File: src/rtl/llc_tag_engine_pkg.sv
// cache_define: default cache geometry, derived-width helpers, result codes and op/state encodings
package cache_define;
  localparam int DEF_ADDR_SIZE = 32;
  localparam int DEF_CACHE_SIZE = 1024;
  localparam int DEF_ASSOC = 4;
  localparam int DEF_CACHE_LINE = 64;
  function automatic int index_of(input int cache_size, input int assoc, input int line);
    return cache_size / (assoc * line);
  endfunction
  function automatic int tag_bits_of(input int addr_size, input int cache_size, input int assoc, input int line);
    return addr_size - $clog2(index_of(cache_size, assoc, line)) - $clog2(line);
  endfunction
  localparam int DEF_INDEX = index_of(DEF_CACHE_SIZE, DEF_ASSOC, DEF_CACHE_LINE);
  localparam int DEF_INDEX_BITS = $clog2(DEF_INDEX);
  localparam int DEF_BYTE_BITS = $clog2(DEF_CACHE_LINE);
  localparam int DEF_TAG_BITS = tag_bits_of(DEF_ADDR_SIZE, DEF_CACHE_SIZE, DEF_ASSOC, DEF_CACHE_LINE);
  localparam int DEF_LRU_BITS = DEF_ASSOC - 1;
  localparam logic [1:0] RES_HIT = 2'd1;
  localparam logic [1:0] RES_MISS = 2'd2;
  typedef enum logic [1:0] {OP_READ = 2'd0, OP_WRITE = 2'd1, OP_INVALIDATE = 2'd2, OP_RESERVED = 2'd3} req_op_e;
  typedef enum logic [1:0] {ST_INIT, ST_IDLE, ST_LOOKUP, ST_RESP} state_e;
endpackage

File: src/rtl/llc_tag_engine_plru_tree.sv
// llc_plru_tree: victim choice (lowest invalid way, else tree PLRU) and tree update for an accessed way
module llc_plru_tree #(
  parameter int ASSOC = 4,
  localparam int WAY_BITS = $clog2(ASSOC)
) (
  input  logic [ASSOC-2:0]    tree,
  input  logic [ASSOC-1:0]    valid,
  input  logic [WAY_BITS-1:0] way,
  output logic [WAY_BITS-1:0] victim,
  output logic [ASSOC-2:0]    tree_next
);
  logic [WAY_BITS-1:0] plru_way, free_way, node_v, node_u;
  logic b_v, b_u;
  // walk the tree from the root following node bits (heap order, node n at bit n-1); prefer any invalid way
  always_comb begin
    node_v = WAY_BITS'(1);
    plru_way = '0;
    b_v = 1'b0;
    for (int l = 0; l < WAY_BITS; l++) begin
      b_v = tree[node_v - WAY_BITS'(1)];
      plru_way = (plru_way << 1) | WAY_BITS'(b_v);
      node_v = (node_v << 1) | WAY_BITS'(b_v);
    end
    free_way = '0;
    for (int i = ASSOC - 1; i >= 0; i--)
      if (!valid[i]) free_way = WAY_BITS'(i);
    victim = &valid ? plru_way : free_way;
  end
  // point every node on the accessed way's path toward the other half
  always_comb begin
    tree_next = tree;
    node_u = WAY_BITS'(1);
    b_u = 1'b0;
    for (int l = 0; l < WAY_BITS; l++) begin
      b_u = way[WAY_BITS-1-l];
      tree_next[node_u - WAY_BITS'(1)] = ~b_u;
      node_u = (node_u << 1) | WAY_BITS'(b_u);
    end
  end
endmodule

File: src/rtl/llc_tag_engine.sv
// llc_tag_engine: set-associative tag/state engine with PLRU replacement, one request in flight
module llc_tag_engine
  import cache_define::*;
#(
  parameter int ADDR_SIZE = DEF_ADDR_SIZE,
  parameter int CACHE_SIZE = DEF_CACHE_SIZE,
  parameter int ASSOC = DEF_ASSOC,
  parameter int CACHE_LINE = DEF_CACHE_LINE,
  localparam int INDEX = index_of(CACHE_SIZE, ASSOC, CACHE_LINE),
  localparam int INDEX_BITS = $clog2(INDEX),
  localparam int BYTE_BITS = $clog2(CACHE_LINE),
  localparam int TAG_BITS = tag_bits_of(ADDR_SIZE, CACHE_SIZE, ASSOC, CACHE_LINE),
  localparam int LRU_BITS = ASSOC - 1,
  localparam int WAY_BITS = $clog2(ASSOC)
) (
  input  logic                 clk,
  input  logic                 rst,
  input  logic                 req_valid,
  output logic                 req_ready,
  input  logic [ADDR_SIZE-1:0] req_addr,
  input  logic [1:0]           req_op,
  output logic                 rsp_valid,
  input  logic                 rsp_ready,
  output logic [1:0]           rsp_result,
  output logic [WAY_BITS-1:0]  rsp_way,
  output logic                 rsp_evict_valid,
  output logic [TAG_BITS-1:0]  rsp_evict_tag,
  output logic                 rsp_evict_dirty,
  output logic [31:0]          hit_count,
  output logic [31:0]          miss_count
);
  state_e state, state_next;
  req_op_e op;
  logic [INDEX_BITS-1:0] init_set, set;
  logic [ADDR_SIZE-1:BYTE_BITS] line_addr;
  logic [TAG_BITS-1:0] tag, evict_tag;
  logic [TAG_BITS-1:0] tag_mem [INDEX][ASSOC];
  logic [ASSOC-1:0] valid_mem [INDEX];
  logic [ASSOC-1:0] dirty_mem [INDEX];
  logic [LRU_BITS-1:0] lru_mem [INDEX];
  logic [ASSOC-1:0] hit_vec, cur_valid, cur_dirty;
  logic [LRU_BITS-1:0] cur_lru, lru_next;
  logic [WAY_BITS-1:0] hit_way, victim, access_way;
  logic hit, is_inv, is_write, evict_valid, evict_dirty, unused_ok;
  assign unused_ok = ^req_addr[BYTE_BITS-1:0];
  assign set = line_addr[BYTE_BITS +: INDEX_BITS];
  assign tag = line_addr[ADDR_SIZE-1 -: TAG_BITS];
  assign is_inv = op == OP_INVALIDATE;
  assign is_write = op == OP_WRITE;
  assign hit = |hit_vec;
  assign access_way = hit ? hit_way : victim;
  assign evict_valid = is_inv ? hit : !hit && cur_valid[victim];
  assign evict_tag = evict_valid ? tag_mem[set][access_way] : '0;
  assign evict_dirty = evict_valid && cur_dirty[access_way];
  // read the addressed set and compare its tags in all ways
  always_comb begin
    cur_valid = valid_mem[set];
    cur_dirty = dirty_mem[set];
    cur_lru = lru_mem[set];
    hit_way = '0;
    for (int i = 0; i < ASSOC; i++) begin
      hit_vec[i] = cur_valid[i] && tag_mem[set][i] == tag;
      if (hit_vec[i]) hit_way = WAY_BITS'(i);
    end
  end
  llc_plru_tree #(.ASSOC(ASSOC)) u_plru (
    .tree(cur_lru),
    .valid(cur_valid),
    .way(access_way),
    .victim(victim),
    .tree_next(lru_next)
  );
  // next state and handshake outputs
  always_comb begin
    state_next = state == ST_INIT ? (init_set == INDEX_BITS'(INDEX - 1) ? ST_IDLE : ST_INIT)
               : state == ST_IDLE ? (req_valid ? ST_LOOKUP : ST_IDLE)
               : state == ST_LOOKUP ? ST_RESP
               : (rsp_ready ? ST_IDLE : ST_RESP);
    req_ready = state == ST_IDLE;
    rsp_valid = state == ST_RESP;
  end
  // state register; the init sweep pointer is held at set 0 while reset is asserted
  always_ff @(posedge clk) begin
    state <= rst ? ST_INIT : state_next;
    init_set <= rst ? '0 : state == ST_INIT ? init_set + 1'b1 : init_set;
  end
  // capture the accepted request
  always_ff @(posedge clk)
    if (state == ST_IDLE && req_valid) begin
      line_addr <= req_addr[ADDR_SIZE-1:BYTE_BITS];
      op <= req_op_e'(req_op);
    end
  // valid/dirty/PLRU: cleared one set per cycle during init, updated during lookup
  always_ff @(posedge clk)
    if (state == ST_INIT) begin
      valid_mem[init_set] <= '0;
      dirty_mem[init_set] <= '0;
      lru_mem[init_set] <= '0;
    end else if (state == ST_LOOKUP && !rst) begin
      if (is_inv) begin
        if (hit) begin
          valid_mem[set][hit_way] <= 1'b0;
          dirty_mem[set][hit_way] <= 1'b0;
        end
      end else begin
        valid_mem[set][access_way] <= 1'b1;
        dirty_mem[set][access_way] <= is_write || (hit && cur_dirty[access_way]);
        lru_mem[set] <= lru_next;
      end
    end
  // tag storage only changes on a fill
  always_ff @(posedge clk)
    if (state == ST_LOOKUP && !rst && !is_inv && !hit) tag_mem[set][victim] <= tag;
  // response fields and saturating statistics, loaded once on the way into RESP
  always_ff @(posedge clk)
    if (rst) begin
      rsp_result <= '0;
      rsp_way <= '0;
      rsp_evict_valid <= 1'b0;
      rsp_evict_tag <= '0;
      rsp_evict_dirty <= 1'b0;
      hit_count <= '0;
      miss_count <= '0;
    end else if (state == ST_LOOKUP) begin
      rsp_result <= hit ? RES_HIT : RES_MISS;
      rsp_way <= is_inv && !hit ? '0 : access_way;
      rsp_evict_valid <= evict_valid;
      rsp_evict_tag <= evict_tag;
      rsp_evict_dirty <= evict_dirty;
      if (hit && ~&hit_count) hit_count <= hit_count + 32'd1;
      if (!hit && ~&miss_count) miss_count <= miss_count + 32'd1;
    end
endmodule

File: config.mk
export PLATFORM = sky130hd
export DESIGN_NAME = llc_tag_engine
export DESIGN_NICKNAME = d
export VERILOG_FILES = /design/src/rtl/llc_tag_engine_pkg.sv /design/src/rtl/llc_tag_engine_plru_tree.sv /design/src/rtl/llc_tag_engine.sv
export SDC_FILE = /design/constraint.sdc
export NUM_CORES = 1
export LEC_CHECK = 0
export CORE_MARGIN = 4
export CORE_UTILIZATION = 54
export DETAILED_ROUTE_END_ITERATION = 16
export GPL_ROUTABILITY_DRIVEN = 0
export PLACE_DENSITY = 0.73
export SETUP_SLACK_MARGIN = 0.5
export SLEW_MARGIN = 40
export SYNTH_ARGS = -nofsm -noshare
export SYNTH_HDL_FRONTEND = slang
export SYNTH_SLANG_ARGS = --single-unit
File: constraint.sdc
create_clock -name clk -period 8.9 [get_ports clk]
set_input_delay 1.78 -clock clk [delete_from_list [all_inputs] [get_ports clk]]
set_output_delay 1.78 -clock clk [all_outputs]
set_load 0.02 [all_outputs]
* Word level (Yosys, flattened, before mapping)
Memory sizes are Yosys's and may differ from the RTL's. A register that Yosys moved wholly into a read port is not among the register bits.
Index checks and enable logic that the tools add are counted.
** Storage, ports and cells
- Register bits after elaboration :: 126
- RAM bits :: 428
- Input bits :: 38
- Output and inout port bits :: 96
- Word-level logic and storage cells :: 160
- Memories :: 4
** Memory list
- tag_mem :: depth 4, bits a word 96, rd ports 1, clocked after Yosys merged registers in 1, write ports 1, RTL line llc_tag_engine.sv:37 : logic [TAG_BITS-1:0] tag_mem [INDEX][ASSOC];
- dirty_mem :: depth 4, bits a word 4, rd ports 1, clocked after Yosys merged registers in 1, write ports 1, RTL line llc_tag_engine.sv:39 : logic [ASSOC-1:0] dirty_mem [INDEX];
- valid_mem :: depth 4, bits a word 4, rd ports 1, clocked after Yosys merged registers in 1, write ports 1, RTL line llc_tag_engine.sv:38 : logic [ASSOC-1:0] valid_mem [INDEX];
- lru_mem :: depth 4, bits a word 3, rd ports 1, clocked after Yosys merged registers in 1, write ports 1, RTL line llc_tag_engine.sv:40 : logic [LRU_BITS-1:0] lru_mem [INDEX];
** Cells by class
- Add/subtract/negate cells :: 5
- Magnitude comparators :: 11
- Equal/unequal tests :: 10
- Mux-type cells :: 72
- Bitwise operators :: 13
- Reductions and logical operators :: 34
** Operators with widths (count)
- $eq A24 B24 Y1 :: 4
- $mux W24 :: 4
- $mux W96 :: 1
- $add A32 B1 Y32 const B :: 2
- $reduce_and A32 Y1 :: 2
- $bmux W24 S2 :: 1
- $demux W24 S2 :: 1
- $mux W2 :: 22
- $mux W1 :: 29
- $mux W4 :: 6
- $logic_and A1 B1 Y1 :: 18
- $lt A2 B3 Y1 const B :: 5
- $reduce_or A4 Y1 :: 3
- $eq A2 B2 Y1 const B :: 4
- $or A1 B1 Y1 :: 8
- $bmux W1 S2 :: 3
- $demux W1 S2 :: 3
- $ge A2 B1 Y1 const B :: 3
- $ge A3 B3 Y1 const B :: 2
- $not A2 Y3 :: 2
- $logic_not A1 Y1 :: 5
- $eq A2 B1 Y1 const B :: 2
- $reduce_and A2 Y1 :: 2
- $reduce_and A4 Y1 :: 1
- 10 further kinds :: 12

* Longest topological paths before layout
- Depth after elaboration :: 14
- Depth in mapped cells :: 17
- Depth with buffers taken out :: 9

* By module
From an unflattened synthesis, not the netlist that was laid out.
** Unflattened totals
- Cell total of the unflattened synthesis :: 1678
- Area, all modules :: 24176.9 µm²
** Modules (own cells, without submodules)
- llc_tag_engine :: times used 1, cells an instance 1666, area each 24109.4 µm², seq. area each 15695.1 µm²
- llc_plru_tree :: times used 1, cells an instance 12, area each 67.6 µm², seq. area each 0.0 µm²

* Worst setup path after synthesis
No wires, ideal clock.
- Path type :: reg-to-reg
- Start :: register (tool-made name)
- End :: memory tag_mem[1][0] (netlist bit) (enable)
- Setup time :: 0.405 ns
- Arrival time :: 3.895 ns
- Data required time :: 8.495 ns
- Path slack :: 4.600 ns
- Stages on the path, launching flop included :: 15
- Buffers on the path :: 5
- Clock period less this slack :: 4.300 ns
- Cell sequence :: dfxtp_1 buf_6 buf_6 buf_4 buf_2 mux4_2 xnor2_1 nand4_1 nor4_1 nand3_1 o2111ai_4 clkbuf_1 nor2_1 nand3_1 nor2_1
** RTL lines (RTL line)
- to (decl) :: llc_tag_engine.sv:37

==> out/qor.yml <==
cp-end-kind: "register"
setup_slack_ps: 2760
synth_cells: 1720
route.top_layer_used: "met4"
p_total_uw: 6440
yosysWarningCount: 0
synth_top_flop_cell: "edfxtp_1"
ctsHoldBuffers: 0
status: "finished clean"
drc: 0
fin_cells: 2490
ir_drop_uv: 177
min_path_type: "reg2reg"
relSlewSlack: 0.413
rsz0062_at_grt: "no"
wl_um: 65100
drt-met1-wl_um: 26300
tightest_slew_ps: 879
clock_sinks: 556
dieArea_sq_mm: 0.0488
hpwl_um: 43100
grt_use_total: 0.258
finClkSkew_ps: 20.7
netlist-cell-type-count: 74
gr-total-overflow: 0
drive_above_1_share: 0.153
place_ws_ps: 2940
required_ps: 9380
syn_avg_cell_area_sq_um: 14.2
most-common-layout-cells: "456 x edfxtp_1, 126 x clkdlybuf4s50_1, 125 x nor2_1"
synthArstFlopShare: 0
leakagePower_uw: 0.00917
grt_pass1_vias: 15300
grt_max_degree: 59
ys_ff_latch: 556
grt_pass1_wl_um: 96800
startpoint_type: "register"
max_freq_mhz: 163
seq_area_frac_synth: 0.641
setup_viol: 0
ant_nets: 0
path_max_fanout: 43
min_period_ps: 6140
r2r_slack_ps: 2760
drt-wirelength-per-cell_um: 26.1
final-hold-violation-count: 0
cts_tree: "yes"
post_cts_buffers: 0
reg2reg_depth: 11
die_width_um: 221
slew_violations: 0
worstSetupEndpoint: "hit_count[26]"
netlist_area_sq_mm: 0.0245
cts-root-buf: "clkbuf_16"
met2_wirelength_um: 30200
synthesis.nets: 1761
finalCritPeriodShare: 0.690
numCtsBuffers: 55
crit_arrival_ps: 6620
path_clk_slew_ps: 60
die_height_um: 221
drt-vias-per-instance: 6.42
fp-row-count: 77
route.met3.wl_um: 6040
first_iter_violations: 2174
drt_first_pass_iters: 6
worstSetupPathType: "reg2reg"
core_sq_mm: 0.0445
post_cts_resized: 0
p_per_area_mw_per_mm2: 227
layout_commonest_cell: "edfxtp_1"
h-tree-depth: 2
area_growth_pct: 16.1
reg2reg_to: "hit_count[26]"
initial_core_util: 0.550
placed_cells: 2388
antenna_found_initial: 0
diodes: 0
clockBufferDepth: 3
cap_violations: 0
vias: 16000
clkLatencyLatePin_ps: 600
synth_edf_count: 456
tns_ps: 0
boundaryPins: 134
nets: 1894
io_buffers: 127
fin_util: 0.638
[logic make-up (layout without fill, tap and decap cells)]
family,count (synthesis),in the layout,share of synthesized area
AOI/OAI and AO/OA,215,215,0.0643
xor gates and xnor gates,108,108,0.0387
adders and majority gates,3,3,0.00153
buffers and inverters,131,309,0.0243
DFF,556,556,0.641
muxes,183,183,0.118
and+or+nand+nor,524,524,0.111
[layout make-up]
cell class / count / area [sq um]
Inverter: 31 / 116
Timing Repair Buffer: 176 / 1810
Sequential cell: 556 / 15700
Clock inverter: 26 / 174
Tap cell: 592 / 741
Fill cell: 3244 / 16100
Clock buffer: 76 / 1540
Multi-Input combinational cell: 1033 / 8320
[power breakdown]
part,internal [uW],total [uW],switching (uW)
Sequential,2950,3050,102
Combinational,433,1180,744
Clock,1260,2220,962
[how the worst min path moves through the flow]
stage / cells past startpoint / slack (ps) / from / endpoint
3_3_place_gp: 2 / 430 / rsp_evict_tag[12] / rsp_evict_tag[12]
3_5_place_dp: 2 / 440 / rsp_way[0] / rsp_way[0]
6_report: 2 / 450 / rsp_way[0] / rsp_way[0]
2_1_floorplan: 2 / 520 / init_set[0] / init_set[0]
4_1_cts: 2 / 450 / rsp_way[0] / rsp_way[0]
5_1_grt: 2 / 470 / rsp_way[0] / rsp_way[0]
[sequential cells by signal, summed over array words and instances (netlist names), named ones only]
name and cells:
rsp_evict_dirty 1, hit_count 32, line_addr 26, valid_mem 16, rsp_result 2, tag_mem 384
miss_count 32, dirty_mem 16, rsp_evict_valid 1, state 2, rsp_way 2, init_set 2
rsp_evict_tag 24, op 2, lru_mem 12
[worst max-delay path: stages, from the launching register on]
cell       delay (ps)
dfxtp_4           580
buf_4             420
buf_4             620
mux4_2            650
xnor2_1           540
o2111ai_1         200
nor2_1            400
nand3_1           580
a41oi_2           840
nand2_1           420
nor4_1            340
mux2_2            370
[Yosys cell counts, types with 36 or more instances]
master / count / area, sq um
nand2_1: 92 / 345
nor2_1: 143 / 537
mux2i_1: 70 / 701
xnor2_1: 95 / 832
nand4_1: 43 / 269
nand3_1: 44 / 220
mux4_2: 82 / 1850
a21oi_1: 36 / 180
dfxtp_1: 100 / 2000
edfxtp_1: 456 / 13700
clkbuf_1: 56 / 210
[routing by layer]
| layer | global-route usage | up-vias |
|---|---|---|
| met5 | 0 | - |
| met4 | 0.0940 | 0 |
| met3 | 0.0419 | 148 |
| met2 | 0.407 | 873 |
| met1 | 0.369 | 8045 |
| li1 | - | 6927 |
[stage by stage]
stage	area, sq um	hold slack [ps]
global placement	26400	434
global route	28400	469
floorplan	24500	525
CTS	28400	450
finish	28400	448
detailed placement	26700	444
Power figures use the tool's default switching activity.
